### src/rtl/imem_boot_loader.sv
// Byte-stream boot loader: assembles 16-bit words from a valid/ready byte stream,
// writes them into instruction memory and releases the core once the XOR checksum matches.
module imem_boot_loader #(
    parameter int DEPTH = 32,
    parameter int AW    = 5
) (
    input  logic          clk,
    input  logic          reset,
    input  logic [7:0]    rx_data,
    input  logic          rx_valid,
    output logic          rx_ready,
    input  logic          start,
    output logic          imem_we,
    output logic [AW-1:0] imem_addr,
    output logic [15:0]   imem_wdata,
    output logic          core_run,
    output logic          busy,
    output logic          done,
    output logic          error,
    output logic [AW:0]   words_loaded
);

    typedef enum logic [2:0] {
        S_IDLE,
        S_HDR,
        S_HI,
        S_LO,
        S_WR,
        S_CHK,
        S_DONE,
        S_ERROR
    } state_e;

    localparam logic [7:0]    DEPTH_B = 8'(DEPTH);
    localparam logic [AW:0]   ONE_W   = (AW+1)'(1);
    localparam logic [AW-1:0] ONE_A   = AW'(1);

    state_e        state_q, state_d;
    logic [AW:0]   n_q, n_d;
    logic [7:0]    csum_q, csum_d;
    logic [7:0]    hi_q, hi_d;
    logic [AW-1:0] addr_q, addr_d;
    logic [15:0]   wdata_q, wdata_d;
    logic [AW:0]   words_q, words_d;
    logic [AW:0]   words_inc;
    logic          xfer;

    assign rx_ready  = (state_q == S_HDR) || (state_q == S_HI) ||
                       (state_q == S_LO)  || (state_q == S_CHK);
    assign xfer      = rx_valid && rx_ready;
    assign words_inc = words_q + ONE_W;

    assign imem_addr    = addr_q;
    assign imem_wdata   = wdata_q;
    assign words_loaded = words_q;

    // NOTE: every signal driven here gets a default first, so no path can infer a latch.
    always_comb begin
        state_d  = state_q;
        n_d      = n_q;
        csum_d   = csum_q;
        hi_d     = hi_q;
        addr_d   = addr_q;
        wdata_d  = wdata_q;
        words_d  = words_q;
        imem_we  = 1'b0;
        busy     = 1'b0;
        done     = 1'b0;
        error    = 1'b0;
        core_run = 1'b0;

        case (state_q)
            S_IDLE: state_d = S_HDR;
            S_HDR: begin
                busy = 1'b1;
                if (xfer) begin
                    if (rx_data == 8'd0 || rx_data > DEPTH_B) begin
                        state_d = S_ERROR;
                    end else begin
                        n_d     = rx_data[AW:0];
                        csum_d  = 8'd0;
                        addr_d  = '0;
                        words_d = '0;
                        state_d = S_HI;
                    end
                end
            end
            S_HI: begin
                busy = 1'b1;
                if (xfer) begin
                    hi_d    = rx_data;
                    csum_d  = csum_q ^ rx_data;
                    state_d = S_LO;
                end
            end
            S_LO: begin
                busy = 1'b1;
                if (xfer) begin
                    csum_d  = csum_q ^ rx_data;
                    wdata_d = {hi_q, rx_data};
                    state_d = S_WR;
                end
            end
            S_WR: begin
                // The write cycle never consumes a byte: rx_ready is low here.
                busy    = 1'b1;
                imem_we = 1'b1;
                words_d = words_inc;
                if (words_inc == n_q) begin
                    state_d = S_CHK;
                end else begin
                    addr_d  = addr_q + ONE_A;
                    state_d = S_HI;
                end
            end
            S_CHK: begin
                busy = 1'b1;
                if (xfer) begin
                    state_d = (rx_data == csum_q) ? S_DONE : S_ERROR;
                end
            end
            S_DONE, S_ERROR: begin
                done     = (state_q == S_DONE);
                core_run = (state_q == S_DONE);
                error    = (state_q == S_ERROR);
                if (start) begin
                    words_d = '0;
                    addr_d  = '0;
                    state_d = S_HDR;
                end
            end
            default: state_d = S_IDLE;
        endcase
    end

    // NOTE: state registers use non-blocking assignments so every flop samples pre-edge values.
    always_ff @(posedge clk or negedge reset) begin
        if (!reset) begin
            state_q <= S_IDLE;
            n_q     <= '0;
            csum_q  <= '0;
            hi_q    <= '0;
            addr_q  <= '0;
            wdata_q <= '0;
            words_q <= '0;
        end else begin
            state_q <= state_d;
            n_q     <= n_d;
            csum_q  <= csum_d;
            hi_q    <= hi_d;
            addr_q  <= addr_d;
            wdata_q <= wdata_d;
            words_q <= words_d;
        end
    end

endmodule

### config.mk
export PLATFORM = sky130hd
export DESIGN_NAME = imem_boot_loader
export DESIGN_NICKNAME = d
export VERILOG_FILES = /design/src/rtl/imem_boot_loader.sv
export SDC_FILE = /design/constraint.sdc
export NUM_CORES = 1
export LEC_CHECK = 0
export BUFFER_PORTS_ARGS = -buffer_cell sky130_fd_sc_hd__buf_2
export CAP_MARGIN = 20
export CORE_MARGIN = 4
export CORE_UTILIZATION = 60
export DETAILED_ROUTE_END_ITERATION = 8
export PLACE_DENSITY_LB_ADDON = 0.1
export SKIP_LAST_GASP = 1
export SYNTH_ARGS = -nofsm -noshare
export SYNTH_HDL_FRONTEND = slang
export SYNTH_SLANG_ARGS = --single-unit
### constraint.sdc
create_clock -name clk -period 3.45 [get_ports clk]
set_input_delay 0.345 -clock clk [delete_from_list [all_inputs] [get_ports clk]]
set_output_delay 0.345 -clock clk [all_outputs]
set_load 0.02 [all_outputs]
==> qor.yml, run 1 <==
detailed_routing:
  via_per_inst: 5.82
  firstDrtPassIters: 4
  drt-total-wl_um: 5180
  drtIter0Drc: 66
  drtAntennaViolNets: 0
  vias: 1887
  avgRoutedWirePerCell_um: 16.0
  drc_errors: 0
setup_path:
  r2r_slack_ps: 1180
  required_ps: 3110
  cp_cell_sequence: "nor2_1 -> nand2_1 -> clkinv_1 -> buf_2"
  cp_slowest_cell: "dfrtp_1"
  worstSetupPathType: "reg -> out"
  critPathCaptureType: "output pin"
  slowest_delay_ps: 540
  worstReg2RegEnd: "imem_addr[2]"
  reg2reg_from: "words_loaded[0]"
  critical_path.top_delay_family: "buffers and inverters"
  crit_path_max_fanout: 12
  worstPathArrival_ps: 1930
  crit_buf_inv: 2
  worstRegToRegCells: 8
  start_kind: "flop"
global_route:
  grt_max_degree: 39
  overflow: 0
  antenna_found_initial: 0
  first_global_vias: 1849
  grt_pass1_wl_um: 8740
  grt_usage: 0.207
power:
  p_leak_uw: 0.00141
  power_frac_comb: 0.421
  pwr-share-clk: 0.167
  seq_power_share: 0.412
  power.density_mw_per_mm2: 873
  p_sw_uw: 1010
  internal_power_uw: 1610
  ir_drop_mv: 0.630
  finalPower_uw: 2620
  p_sw_frac: 0.385
cts:
  clk_path_buf_depth: 2
  cts.clk_slew.worst_paths_ps: 100
  post_cts_buffers: 0
  cts_tree: "yes"
  cts_resized: 0
  insertion_delay_ps: 310
  htreeDepth: 2
  cts-buffers-inserted: 5
  cts_hold_buf: 0
  clockRootBuffer: "clkbuf_8"
  cts_sinks: 52
timing:
  hold_ws_ps: 135
  slew_headroom: 0.433
  setup_viol: 0
  max_freq_mhz: 440
  tns_ps: 0
  hold_viol: 0
  drv_slew: 0
  rsz0062_at_grt: "no"
  worstMarginPinSlew_ps: 850
  min_period_over_period: 0.659
  fin_worst_skew_ps: 5.56
  min_period_ps: 2270
yosys:
  yosysTopAreaCell: "dfrtp_1"
  avgSynthCellArea_um2: 11.2
  synth_area_mm2: 0.00265
  synth_top_area_frac: 0.490
  yosys_warnings: 0
  synthCells: 236
  yosys_most_used_dff: "dfrtp_1"
  synth_async_sr_flop_share: 1.00
  yosysMostFrequentCell: "dfrtp_1"
  synth-seq-cells: 52
  synth_edf_count: 0
  syn_nets: 250
  synth_common_cells: "dfrtp_1 (52), mux2_2 (30), nand2_1 (19)"
  synth_cell_types: 48
  synth_seq_area_share: 0.490
  synth.top_cells.by_area: "dfrtp_1 (49%), mux2_2 (13%), xnor2_1 (3.3%)"
run_status:
  status: "completed"
layout:
  stdcell_area_mm2: 0.00300
  fill_cells: 307
  post-route-util: 0.724
  area_growth_pct: 13.0
  drive_gt1_frac: 0.343
  nNetsFinal: 287
  diodes: 0
placed_design:
  portBuffers: 44
  dpl_cell_area_mm2: 0.00288
  dpl.hpwl_um: 3590
  gp_congestion: 0.781
die:
  die-height_um: 74.5
  ioPinCount: 45
  fp.dieArea_mm2: 0.00555
  rows: 23
  core-area_mm2: 0.00414
  initial_core_util: 0.640
  die_w_um: 74.5
hold_path:
  worstHoldPathType: "in -> async"
run:
  maxCapViolCount: 0
## registers in the layout, summed over array words and instances (netlist names)
name          flops
hi_q              8
words_loaded      6
n_q               6
imem_addr         5
csum_q            8
imem_wdata       16
state_q           3
## cell families (layout without fill, tap and decap cells)
logic type                 after synthesis  count (layout)  synth area share
buffers and inverters                   24              62            0.0405
AOI/OAI and AO/OA                       43              43             0.126
muxes                                   38              38             0.157
DFF                                     52              52             0.490
xor gates and xnor gates                17              17            0.0561
and+or+nand+nor                         60              60             0.120
adders and majority gates                2               2           0.00943
## worst reg2reg max path: stages, from the launching register on
cell      delay [ps]
dfrtp_1          470
ha_1             310
nand2b_1         140
a21oi_1           60
a31oi_1          180
nor3_1           120
buf_4            180
or4b_2           630
o211ai_1         100
## final cells by class
type | count | area (µm²) | share of cell area
Clock buffer | 6 | 82.6 | 0.0275
Clock inverter | 2 | 38.8 | 0.0129
Timing Repair Buffer | 47 | 243 | 0.0809
Tap cell | 50 | 62.6 | 0.0209
Inverter | 7 | 26.3 | 0.00876
Sequential cell | 52 | 1300 | 0.434
Multi-Input combinational cell | 160 | 1240 | 0.415
## power by group through the flow
| stage | clock (µW) | combinational (µW) | sequential, µW |
|---|---|---|---|
| after CTS | 446 | 1120 | 1080 |
| after global routing | 471 | 1210 | 1120 |
| after global placement | 0 | 1090 | 1080 |
| final | 438 | 1100 | 1080 |
| after floorplan | 0 | 744 | 1150 |
| after detailed placement | 0 | 1110 | 1090 |
## routing by layer
layer	vias up	GRT usage	wire [µm]
li1	912	-	-
met1	926	0.274	2310
met2	43	0.336	2570
met3	6	0.0486	250
met4	0	0.0711	52
met5	-	0	0
## how the worst max path moves through the flow
stage,startpoint,endpoint,slack (ps),depth (start not counted)
after CTS,words_loaded[0],imem_addr[2],1160,8
final,state_q[1],imem_we,1180,4
after global routing,words_loaded[0],state_q[1],990,8
after detailed placement,rx_data[3],words_loaded[2],980,7
after floorplan,words_loaded[0],state_q[1],1410,8
after global placement,rx_data[3],words_loaded[5],1120,7
## per-stage QoR
step / cells / setup WS (ps)
3_3_place_gp: 316 / 1120
6_report: 324 / 1180
2_1_floorplan: 236 / 1410
4_1_cts: 324 / 1160
3_5_place_dp: 316 / 978
5_1_grt: 324 / 988
## cells in the final DEF (no fill, tap or decap), types with 4 or more instances in the layout
cell type and instances:
mux2_2 30, a22o_1 9, buf_2 44, inv_1 6, nand2_1 19, clkbuf_8 6
o21ai_0 9, nor2_1 6, a21oi_1 4, mux2i_1 8, dfrtp_1 52, nand3_1 11
xnor2_1 10, xor2_1 7
Note: power is estimated with default switching activity, not from simulation.
==> run 2: changes to the inputs <==
- CORE_UTILIZATION: 60 -> 50
- clock period: 3.45 -> 1.9 ns (I/O delays scaled with it)
==> qor.yml, run 2 (same netlist as run 1, synthesis figures left out) <==
run_status:
  status: "complete, but fails checks"
  violations: "negative setup slack"
layout:
  layoutNonFillerInstCount: 377
  post-route-util: 0.671
  diodes: 0
  largest_reg_flops: 16
  final_cell_mix: "dfrtp_1 (47), buf_2 (44), buf_4 (30)"
  area_growth_pct: 30.0
  nNetsFinal: 320
  final_common_cell: "dfrtp_1"
  drive_gt1_frac: 0.482
timing:
  min_period_over_period: 1.02
  setup_slack_ps: -46.6
  hold_viol: 0
  slew_headroom: 0.752
  min_period_ps: 1950
  worstMarginPinSlew_ps: 370
  max_freq_mhz: 514
  drv_slew: 0
  rsz0062_at_grt: "yes"
  tns_ps: -60.0
  fin_worst_skew_ps: 4.90
  setup_viol: 2
cts:
  cts_tree: "yes"
  htreeDepth: 2
  clockRootBuffer: "clkbuf_8"
  cts.clk_slew.worst_paths_ps: 90
  clk_path_buf_depth: 2
  insertion_delay_ps: 300
  cts-buffers-inserted: 5
  cts_sinks: 52
setup_path:
  r2r_slack_ps: -50
  crit_path_max_fanout: 4
  worstPathArrival_ps: 2170
  slowest_delay_ps: 490
  worstRegToRegCells: 8
  reg2reg_from: "words_loaded[1]"
  worstReg2RegEnd: "imem_addr[2]"
  critPathCaptureType: "flop"
  cp_slowest_cell: "or4b_4"
  required_ps: 2120
  cp_cell_sequence: "ha_4 -> nand2b_4 -> a21oi_2 -> a31oi_2 -> nor3_4 -> buf_4 -> or4b_4 -> o211ai_1"
  worstSetupPathType: "reg -> reg"
  start_kind: "flop"
power:
  power.density_mw_per_mm2: 1490
  seq_power_share: 0.378
  p_sw_uw: 2020
  internal_power_uw: 3130
  pwr-share-clk: 0.127
  p_leak_uw: 0.00161
  ir_drop_mv: 0.821
  finalPower_uw: 5140
  power_frac_comb: 0.495
  p_sw_frac: 0.392
placed_design:
  dpl.hpwl_um: 3990
  portBuffers: 44
  pre_cts_ws_ps: -115
  gp_congestion: 0.783
  dp_cells: 363
detailed_routing:
  drc_errors: 0
  drtIter0Drc: 41
  avgRoutedWirePerCell_um: 15.7
  vias: 2019
  drtAntennaViolNets: 0
  firstDrtPassIters: 4
  drt-total-wl_um: 5920
  via_per_inst: 5.36
die:
  ioPinCount: 45
  fp.dieArea_mm2: 0.00654
  die-height_um: 80.9
  rows: 26
  core-area_mm2: 0.00514
  initial_core_util: 0.516
  die_w_um: 80.9
global_route:
  antenna_found_initial: 0
  overflow: 0
  grt_max_degree: 53
  first_global_vias: 1940
  grt_usage: 0.186
  grt_pass1_wl_um: 9290
hold_path:
  hold_depth: 2
  worstHoldPathType: "in -> reg"
  holdPathEnd: "state_q[2]"
  hp-start: "start"
run:
  maxCapViolCount: 0
[run 2: changes by cell type in the layout (fill, tap and decap cells not counted), sizes merged]
cell	previous run	this run
clkbuf	6	7
dlygate4sd3	0	1
bufinv	1	0
clkinv	2	1
clkinvlp	0	1
buf	47	79
[run 2: what timing repair did]
| action | 4_1_cts | 5_1_grt |
|---|---|---|
| hold buffers | 1 | 0 |
| setup buffers | 3 | 3 |
| gates resized for setup | 13 | 17 |
| gates cloned | 0 | 0 |
| pin swaps | 9 | 13 |
| setup endpoints to repair | 5 | 8 |
| endpoints found under the hold margin | 52 | 0 |
[run 2: how the worst max path moves through the flow]
stage                         start  slack (ps)            to
floorplan           words_loaded[0]          -6    state_q[1]
detailed placement  words_loaded[1]        -120  imem_addr[2]
CTS                 words_loaded[3]         -30  imem_addr[2]
global placement         rx_data[3]         -80        n_q[4]
global route        words_loaded[1]        -120  imem_addr[2]
finish              words_loaded[1]         -50  imem_addr[2]
[run 2: power by group through the flow]
stage	clock network (µW)	registers [µW]	logic, µW
after CTS	681	1930	2410
after floorplan	0	2100	1360
after global placement	0	1900	2260
final	654	1940	2550
after global routing	720	2000	2750
after detailed placement	0	1930	2290
[run 2: layout make-up]
cell class | instances | area (µm²)
Clock inverter | 1 | 7.51
Timing Repair Buffer | 80 | 529
Tap cell | 70 | 87.6
Clock buffer | 7 | 86.3
Fill cell | 412 | 1690
Sequential cell | 52 | 1310
Inverter | 7 | 26.3
Multi-Input combinational cell | 160 | 1410
[run 2: routing by layer]
| metal | share of wire | vias up | global-route usage |
|---|---|---|---|
| met2 | 0.50 | 34 | 0.312 |
| met4 | 0.019 | 0 | 0.0693 |
| met3 | 0.033 | 11 | 0.0399 |
| met5 | 0 | - | 0 |
| li1 | - | 980 | - |
| met1 | 0.45 | 994 | 0.236 |
[run 2: worst max-delay path, delay by kind of cell (launching register included)]
kind	cells	cell delay [ps]
AOI/OAI and AO/OA	3	390
adders and majority gates	1	190
buffers and inverters	1	140
DFF	1	420
and+or+nand+nor	3	720
[run 2: metrics by stage]
| stage | hold slack, ps | cell area [µm²] |
|---|---|---|
| 5_1_grt | 164 | 3450 |
| 3_5_place_dp | 207 | 3140 |
| 6_report | 162 | 3450 |
| 4_1_cts | 153 | 3340 |
| 2_1_floorplan | -106 | 2670 |
| 3_3_place_gp | 206 | 3140 |
